`config.mk`:
```
export PLATFORM = sky130hd
export DESIGN_NAME = bcd_mod_cnt
export DESIGN_NICKNAME = d
export VERILOG_FILES = /design/src/rtl/bcd_mod_cnt.sv
export SDC_FILE = /design/constraint.sdc
export NUM_CORES = 1
export LEC_CHECK = 0
export ABC_AREA = 1
export CELL_PAD_IN_SITES_DETAIL_PLACEMENT = 1
export CELL_PAD_IN_SITES_GLOBAL_PLACEMENT = 2
export CORE_UTILIZATION = 24
export DETAILED_ROUTE_END_ITERATION = 10
export GPL_TIMING_DRIVEN = 0
export PLACE_DENSITY = 0.88
export SYNTH_ARGS = -nofsm -noshare
export SYNTH_HDL_FRONTEND = slang
export SYNTH_SLANG_ARGS = --single-unit
```
`constraint.sdc`:
```
create_clock -name clk -period 2.8 [get_ports clk]
set_input_delay 0.42 -clock clk [delete_from_list [all_inputs] [get_ports clk]]
set_output_delay 0.42 -clock clk [all_outputs]
set_load 0.005 [all_outputs]
```
`src/rtl/bcd_mod_cnt.sv`:
```
// Two-digit BCD modulo counter with load/range check, adjust step and ripple carry.
// Optional down-counting and borrow logic are enabled by defining BCDCNT_DOWNCNT_EN.
module bcd_mod_cnt #(
  parameter int unsigned MAX_TENS = 5,
  parameter int unsigned MAX_ONES = 9,
  parameter int unsigned MIN_TENS = 0,
  parameter int unsigned MIN_ONES = 0
) (
  input  logic       clk,
  input  logic       rst,
  input  logic       clr,
  input  logic       enin,
  input  logic       dn,
  input  logic       adj,
  input  logic       ld,
  input  logic [3:0] ld_tens,
  input  logic [3:0] ld_ones,
  output logic [3:0] tens,
  output logic [3:0] ones,
  output logic       enout,
  output logic       at_max,
  output logic       at_min,
  output logic       ld_err
);

  localparam logic [3:0] MAXT = 4'(MAX_TENS);
  localparam logic [3:0] MAXO = 4'(MAX_ONES);
  localparam logic [3:0] MINT = 4'(MIN_TENS);
  localparam logic [3:0] MINO = 4'(MIN_ONES);
  localparam logic signed [8:0] MAX_S = 9'(MAX_TENS * 10 + MAX_ONES);
  localparam logic signed [8:0] MIN_S = 9'(MIN_TENS * 10 + MIN_ONES);

  logic [3:0] tens_q, tens_d;
  logic [3:0] ones_q, ones_d;
  logic       ld_err_q, ld_err_d;

  logic [3:0] up_t, up_o;
  logic [3:0] nx_t, nx_o;
  logic       terminal;
  logic       ld_ok;
  logic signed [8:0] ld_val;

  // Signed decimal value of a BCD pair, so range checks against a zero bound stay meaningful.
  function automatic logic signed [8:0] bcd_value(input logic [3:0] t, input logic [3:0] o);
    return signed'({1'b0, 8'(t) * 8'd10 + 8'(o)});
  endfunction

  assign at_max = (tens_q == MAXT) && (ones_q == MAXO);
  assign at_min = (tens_q == MINT) && (ones_q == MINO);

  assign ld_val = bcd_value(ld_tens, ld_ones);
  assign ld_ok  = (ld_tens <= 4'd9) && (ld_ones <= 4'd9) &&
                  (ld_val >= MIN_S) && (ld_val <= MAX_S);

  always_comb begin
    up_t = tens_q;
    up_o = ones_q;
    if (at_max) begin
      up_t = MINT;
      up_o = MINO;
    end else if (ones_q == 4'd9) begin
      up_t = tens_q + 4'd1;
      up_o = 4'd0;
    end else begin
      up_o = ones_q + 4'd1;
    end
  end

`ifdef BCDCNT_DOWNCNT_EN
  logic [3:0] dn_t, dn_o;

  always_comb begin
    dn_t = tens_q;
    dn_o = ones_q;
    if (at_min) begin
      dn_t = MAXT;
      dn_o = MAXO;
    end else if (ones_q == 4'd0) begin
      dn_t = tens_q - 4'd1;
      dn_o = 4'd9;
    end else begin
      dn_o = ones_q - 4'd1;
    end
  end

  assign nx_t     = dn ? dn_t : up_t;
  assign nx_o     = dn ? dn_o : up_o;
  assign terminal = dn ? at_min : at_max;
`else
  logic unused_dn;

  assign unused_dn = dn;
  assign nx_t      = up_t;
  assign nx_o      = up_o;
  assign terminal  = at_max;
`endif

  // Priority: clr > ld > adj > enin; rst is handled in the register itself.
  always_comb begin
    tens_d   = tens_q;
    ones_d   = ones_q;
    ld_err_d = 1'b0;
    if (clr) begin
      tens_d = MINT;
      ones_d = MINO;
    end else if (ld) begin
      if (ld_ok) begin
        tens_d = ld_tens;
        ones_d = ld_ones;
      end else begin
        ld_err_d = 1'b1;
      end
    end else if (adj || enin) begin
      tens_d = nx_t;
      ones_d = nx_o;
    end
  end

  always_ff @(posedge clk) begin
    if (rst) begin
      tens_q   <= MINT;
      ones_q   <= MINO;
      ld_err_q <= 1'b0;
    end else begin
      tens_q   <= tens_d;
      ones_q   <= ones_d;
      ld_err_q <= ld_err_d;
    end
  end

  // Zero-latency carry so a chain of instances ripples within one cycle.
  assign enout  = enin & ~rst & ~clr & ~ld & ~adj & terminal;
  assign tens   = tens_q;
  assign ones   = ones_q;
  assign ld_err = ld_err_q;

endmodule

```
; ---- Word level (Yosys, flattened, before mapping)
; Cells that the tools add are included.
[classes]
n_addsub = 3
n_mul = 1
div = 0
n_lt_le_gt_ge = 4
eq_ne = 3
n_shift = 0
n_mux = 11
bitwise_logic = 9
reduce_logical = 14
[ops]
columns = cell, n
row1 = $mux 4, 10
row2 = $add 4x1->4 const B, 2
row3 = $add 8x4->8, 1
row4 = $ge 8x1->1 const B, 1
row5 = $le 4x4->1 const B, 2
row6 = $le 8x6->1 const B, 1
row7 = $logic_not 4->1, 2
row8 = $mul 4x3->7 const B, 1
row9 = $and 1x1->1, 5
row10 = $logic_and 1x1->1, 5
row11 = $eq 4x3->1 const B, 1
row12 = $eq 4x4->1 const B, 1
row13 = $not 1->1, 4
row14 = $reduce_and 3->1, 1
row15 = $reduce_bool 3->1, 1
row16 = $reduce_or 3->1, 1
row17 = $ne 2x1->1 const B, 1
row18 = $reduce_and 2->1, 1
row19 = $reduce_bool 2->1, 1
row20 = $reduce_or 2->1, 1
row21 = $logic_or 1x1->1, 1
row22 = $mux 1, 1
[word_totals]
ff_bits = 9
latch_bits = 0
mem_bits_rw = 0
rom_bits = 0
in_bits = 15
output_inout_bits = 12
wordCells = 48
memories = 0

; ---- Logic depth before layout (Yosys ltp)
; Gate-level depths: netlist of the first run.
[logic_depth]
depth_word = 7
ltp_mapped = 16
mapped_depth_nobuf = 16

; ---- Least setup slack after synthesis of the first run
; Ideal clock, no wire load.
[synth_path]
path_type = input port to flip-flop
start = in ld_tens[1]
end = reg ones_q[0] (netlist: ones[0])
arrival_time_ns = 2.298
setup_slack_ns = 0.388
stages = 14
n_path_buf = 0
cell_sequence = ha_1 -> ha_1 -> inv_1 -> fa_1 -> nor2_1 -> nand3_1 -> nand2_1 -> nor2_1 -> nor2_1 -> nand3_2 -> nand2_4 -> nand2_4 -> nor2_1 -> nor2_2
[synth_between]
elab_chain_len = 7
[synth_lines]
columns = item, line
row1 = "start, declared", 16  ; input logic [3:0] ld_tens,
row2 = $mul 4x3->7, 45  ; return signed'({1'b0, 8'(t) * 8'd10 + 8'(o)});
row3 = $add 8x4->8, 45
row4 = $ge 8x1->1, 53  ; (ld_val >= MIN_S) && (ld_val <= MAX_S);
row5 = $logic_and 1x1->1, 52  ; assign ld_ok = (ld_tens <= 4'd9) && (ld_ones <= 4'd9) &&
row6 = $logic_and 1x1->1 (*), 53
row7 = $ne 2x1->1 (no source line) (*), --
row8 = $reduce_and 2->1 (no source line) (*), --
row9 = "end signal, assigned", 126  ; ones_q <= ones_d;
row10 = "end, declared", 34  ; logic [3:0] ones_q, ones_d;
; Every way passes the cells marked *; elsewhere a longest branch is shown, timed or not.
; A chain may end at the register's enable or synchronous reset.

; ---- Final worst setup path of the first run
[layout_path]
start = in ld_tens[3]
end = reg ones_q[2] (netlist: ones[2])
; The elaborated chain is that of the path after synthesis.

==> load_flow_metrics.sql, run 1 <==
INSERT INTO impl_metrics (metric_group, metric, value, unit) VALUES
('timing', 'max-slew-margin-rel', '61.6', '%'),
('critical_path', 'cp_data_required_time', '2.92', 'ns'),
('timing', 'postLayoutSetupSlackWorst', '0.163', 'ns'),
('floorplan', 'io_pins', '27', ''),
('min_path', 'worst_hold_path_type', 'flip-flop to flip-flop', ''),
('cells_and_area', 'layout.cells.most_common', 'sky130_fd_sc_hd__nand2_1', ''),
('floorplan', 'dieWidth', '66.8', 'um'),
('floorplan', 'rows', '23', ''),
('clocking', 'clock_sinks', '9', ''),
('floorplan', 'total_die_area', '4460', 'um^2'),
('clocking', 'numCtsBuffers', '3', ''),
('critical_path', 'timing.rr.start', 'ones[3]', ''),
('cells_and_area', 'syn2layout_area_growth', '37.0', '%'),
('floorplan', 'initial_cell_density_of_the_core', '25.0', '%'),
('grt', 'first_global_vias', '1009', ''),
('timing', 'finalHoldViolCount', '0', ''),
('synth', 'ys_seq_elements', '9', ''),
('timing', 'max_freq', '379', 'MHz'),
('detailed_routing', 'drc_errors', '0', ''),
('clocking', 'clock_insertion_delay_worst_skew', '0.23', 'ns'),
('grt', 'grt_antenna_before_repair', '0', ''),
('grt', 'grt_max_degree', '11', ''),
('critical_path', 'timing.setup.critical_path_class', 'input pin to flip-flop', ''),
('detailed_routing', 'wl_per_cell', '11.0', 'um'),
('critical_path', 'cp.arrival', '2.76', 'ns'),
('critical_path', 'start_kind', 'input pin', ''),
('synth', 'yosysWarnings', '0', ''),
('timing', 'final-setup-viol-count', '0', ''),
('cells_and_area', 'nNetsFinal', '221', ''),
('timing', 'rsz0062_at_grt', 'no', ''),
('cells_and_area', 'layout.cells.most_common_list', '45 x sky130_fd_sc_hd__nand2_1, 25 x sky130_fd_sc_hd__inv_1, 21 x sky130_fd_sc_hd__clkdlybuf4s50_1', ''),
('grt', 'wire_length_of_the_first_global_routing_pass', '4440', 'um'),
('placed_design', 'dp_slack', '-0.477', 'ns'),
('critical_path', 'timing.critical_path.to_type', 'flip-flop', ''),
('synth', 'post_syn_nets', '189', ''),
('power_and_ir_drop', 'cellLeakagePower', '0.678', 'nW'),
('synth', 'syn_inst', '162', ''),
('floorplan', 'die_h', '66.8', 'um'),
('placed_design', 'routabilityCongestion', '0.784', ''),
('placed_design', 'place.port_buffers', '25', ''),
('timing', 'min_period_over_period', '94.2', '%'),
('cells_and_area', 'num_antenna_cells', '0', ''),
('min_path', 'holdCritStartpoint', 'ones[2]', ''),
('grt', 'gr-total-overflow', '0', ''),
('timing', 'worst_slew_pin_slew', '0.575', 'ns'),
('floorplan', 'floorplan.core_area', '4030', 'um^2'),
('power_and_ir_drop', 'power.density', '352', 'nW/um^2'),
('synth', 'mean_syn_cell_area', '6.22', 'um^2'),
('synth', 'synth_sequential_area_ratio', '17.9', '%'),
('clocking', 'clock_tree.htree_level_count', '1', ''),
('detailed_routing', 'first_pass_iters', '4', ''),
('grt', 'groute.usage.overall', '13.0', '%'),
('clocking', 'cts_tree', 'done', ''),
('critical_path', 'crit_path_max_fanout', '7', ''),
('clocking', 'path_clk_slew', '0.05', 'ns'),
('critical_path', 'crit_start', 'ld_tens[3]', ''),
('clocking', 'clockBufferDepth', '2', ''),
('timing', 'final_max_slew_viol_count', '0', ''),
('detailed_routing', 'drt-initial-drc-count', '29', ''),
('clocking', 'clockRootBuffer', 'sky130_fd_sc_hd__clkbuf_8', ''),
('detailed_routing', 'vias', '1076', ''),
('detailed_routing', 'antenna_left', '0', ''),
('detailed_routing', 'finalWirelength', '2680', 'um'),
('power_and_ir_drop', 'ir_drop', '0.155', 'mV'),
('clocking', 'cts_hold_buf', '0', ''),
('run_status', 'run_status', 'completed', ''),
('job', 'cap_viol_max_count', '0', ''),
('synth', 'syn_area', '1010', 'um^2'),
('placed_design', 'dp_hpwl', '2240', 'um'),
('detailed_routing', 'via_per_inst', '4.43', ''),
('timing', 'clock_skew', '0.000603', 'ns'),
('cells_and_area', 'utilization', '34.3', '%'),
('power_and_ir_drop', 'power', '486', 'uW'),
('cells_and_area', 'post_route_cells_drive_above_1_share', '9.84', '%'),
('synth', 'synth_cell_type_count', '27', ''),
('timing', 'finalCriticalPeriod', '2.64', 'ns');
-- path summary, 6_finish.rpt --
| kind | end | slack (ns) | depth (start not counted) |
|---|---|---|---|
| setup / recovery | ones[2] | 0.16 | 14 |
| hold reg to reg | ones[2] | 0.54 | 2 |
| setup reg to reg | tens[0] | 1.27 | 9 |
| hold / removal | ones[2] | 0.54 | 2 |
-- stage by stage --
step | hold WS [ns] | setup TNS, ns | std cells | area (um^2)
final | 0.537 | 0 | 243 | 1380
after CTS | 0.537 | 0 | 241 | 1360
after floorplan | 0.508 | 0 | 162 | 1010
after global placement | 0.521 | -3.43 | 237 | 1320
after detailed placement | 0.530 | -3.77 | 237 | 1320
after global routing | 0.558 | 0 | 243 | 1380
-- kinds of logic (layout without fill, tap and decap cells) --
kind of cell / after synthesis / after routing / synth area share (%)
AO/OA/AOI/OAI: 11 / 11 / 5.84
XOR/XNOR: 4 / 4 / 3.48
adder cells (fa/ha/maj): 12 / 12 / 16.4
buffers and inverters: 29 / 60 / 10.9
flip-flops: 9 / 9 / 17.9
AND/OR/NAND/NOR: 97 / 97 / 45.5
-- critical path: stages --
cell	delay, ns
sky130_fd_sc_hd__dlygate4sd2_1	0.30
sky130_fd_sc_hd__ha_1	0.30
sky130_fd_sc_hd__ha_1	0.21
sky130_fd_sc_hd__inv_1	0.08
sky130_fd_sc_hd__fa_2	0.46
sky130_fd_sc_hd__buf_4	0.16
sky130_fd_sc_hd__nor2_4	0.12
sky130_fd_sc_hd__nand3b_1	0.08
sky130_fd_sc_hd__nand2_1	0.09
sky130_fd_sc_hd__nand3_2	0.10
sky130_fd_sc_hd__nand2_4	0.13
sky130_fd_sc_hd__nand2_4	0.09
sky130_fd_sc_hd__o21ai_1	0.16
sky130_fd_sc_hd__nor2_1	0.06
-- where the power goes --
group | total, mW | switching (mW) | internal [mW]
Clock | 0.152 | 0.0526 | 0.0993
Sequential | 0.144 | 0.00807 | 0.135
Combinational | 0.191 | 0.104 | 0.0863
Total | 0.486 | 0.165 | 0.321
-- state kept, by name, summed over array words and instances, names as in the netlist --
register and flops:
ones 4, ld_err 1, tens 4
-- Yosys cell counts --
library cell	count	area (um^2)
sky130_fd_sc_hd__ha_1	10	125
sky130_fd_sc_hd__nor4_1	1	6.26
sky130_fd_sc_hd__inv_1	25	93.8
sky130_fd_sc_hd__clkbuf_1	1	3.75
sky130_fd_sc_hd__nand4_1	5	31.3
sky130_fd_sc_hd__xor2_1	4	35.0
sky130_fd_sc_hd__inv_2	2	7.51
sky130_fd_sc_hd__nand3_4	1	17.5
sky130_fd_sc_hd__a21oi_1	2	10.0
sky130_fd_sc_hd__nor3_1	1	5.00
sky130_fd_sc_hd__nor2_2	1	6.26
sky130_fd_sc_hd__clkinv_2	1	5.00
sky130_fd_sc_hd__and2_1	1	6.26
sky130_fd_sc_hd__nand2_2	1	6.26
sky130_fd_sc_hd__nand2_4	2	22.5
sky130_fd_sc_hd__nor2_1	20	75.1
sky130_fd_sc_hd__o21ai_2	1	8.76
sky130_fd_sc_hd__or2_0	1	6.26
sky130_fd_sc_hd__nand2_1	45	169
sky130_fd_sc_hd__nand3_1	14	70.1
sky130_fd_sc_hd__dfxtp_1	9	180
sky130_fd_sc_hd__nand3b_1	2	15.0
sky130_fd_sc_hd__o21ai_1	3	15.0
sky130_fd_sc_hd__nand3_2	1	10.0
sky130_fd_sc_hd__fa_1	2	40.0
sky130_fd_sc_hd__nor2_4	1	11.3
sky130_fd_sc_hd__o21ai_0	5	25.0
-- layout make-up --
cell class | count | area (um^2)
plain buffers | 1 | 3.75
repair buffers | 27 | 260
fillers | 534 | 2650
multi-input cells | 124 | 722
well taps | 50 | 62.6
inverters | 28 | 106
clock buffers | 4 | 45.0
flip-flops and latches | 9 | 180
-- timing repair --
action,CTS,global route
gates resized for setup,4,4
setup endpoints to repair,8,8
pin swaps,1,2
setup buffers,0,2
gates cloned,0,0
-- routing by layer --
metal / track usage, % / vias to the layer above / part of all wire, %
li1: - / 571 / -
met4: 0.798 / 0 / 0
met3: 3.60 / 0 / 4.5
met1: 18.1 / 485 / 51
met2: 20.7 / 20 / 44
met5: 0 / - / 0
No activity file was read; power rests on OpenSTA's default activity.
==> inputs of run 2 (changes only) <==
--- a/config.mk
+++ b/config.mk
@@ -12,6 +12,7 @@
 export DETAILED_ROUTE_END_ITERATION = 10
 export GPL_TIMING_DRIVEN = 0
 export PLACE_DENSITY = 0.88
+export SKIP_LAST_GASP = 1
 export SYNTH_ARGS = -nofsm -noshare
 export SYNTH_HDL_FRONTEND = slang
 export SYNTH_SLANG_ARGS = --single-unit
==> results of run 2 <==
Same layout as run 1: the final DEF is identical, and so are final timing and power.
==> inputs of run 3 (changes only) <==
--- a/config.mk
+++ b/config.mk
@@ -11,6 +11,7 @@
 export CORE_UTILIZATION = 24
 export DETAILED_ROUTE_END_ITERATION = 10
 export GPL_TIMING_DRIVEN = 0
+export MAX_ROUTING_LAYER = met4
 export PLACE_DENSITY = 0.88
 export SKIP_LAST_GASP = 1
 export SYNTH_ARGS = -nofsm -noshare
==> results of run 3 <==
Same layout as run 1: the final DEF is identical, and so are final timing and power.
Main changes from that run: final weighted congestion in routability-driven placement 0.784 -> 0.795; overall routing resource usage 13.0% -> 13.4%
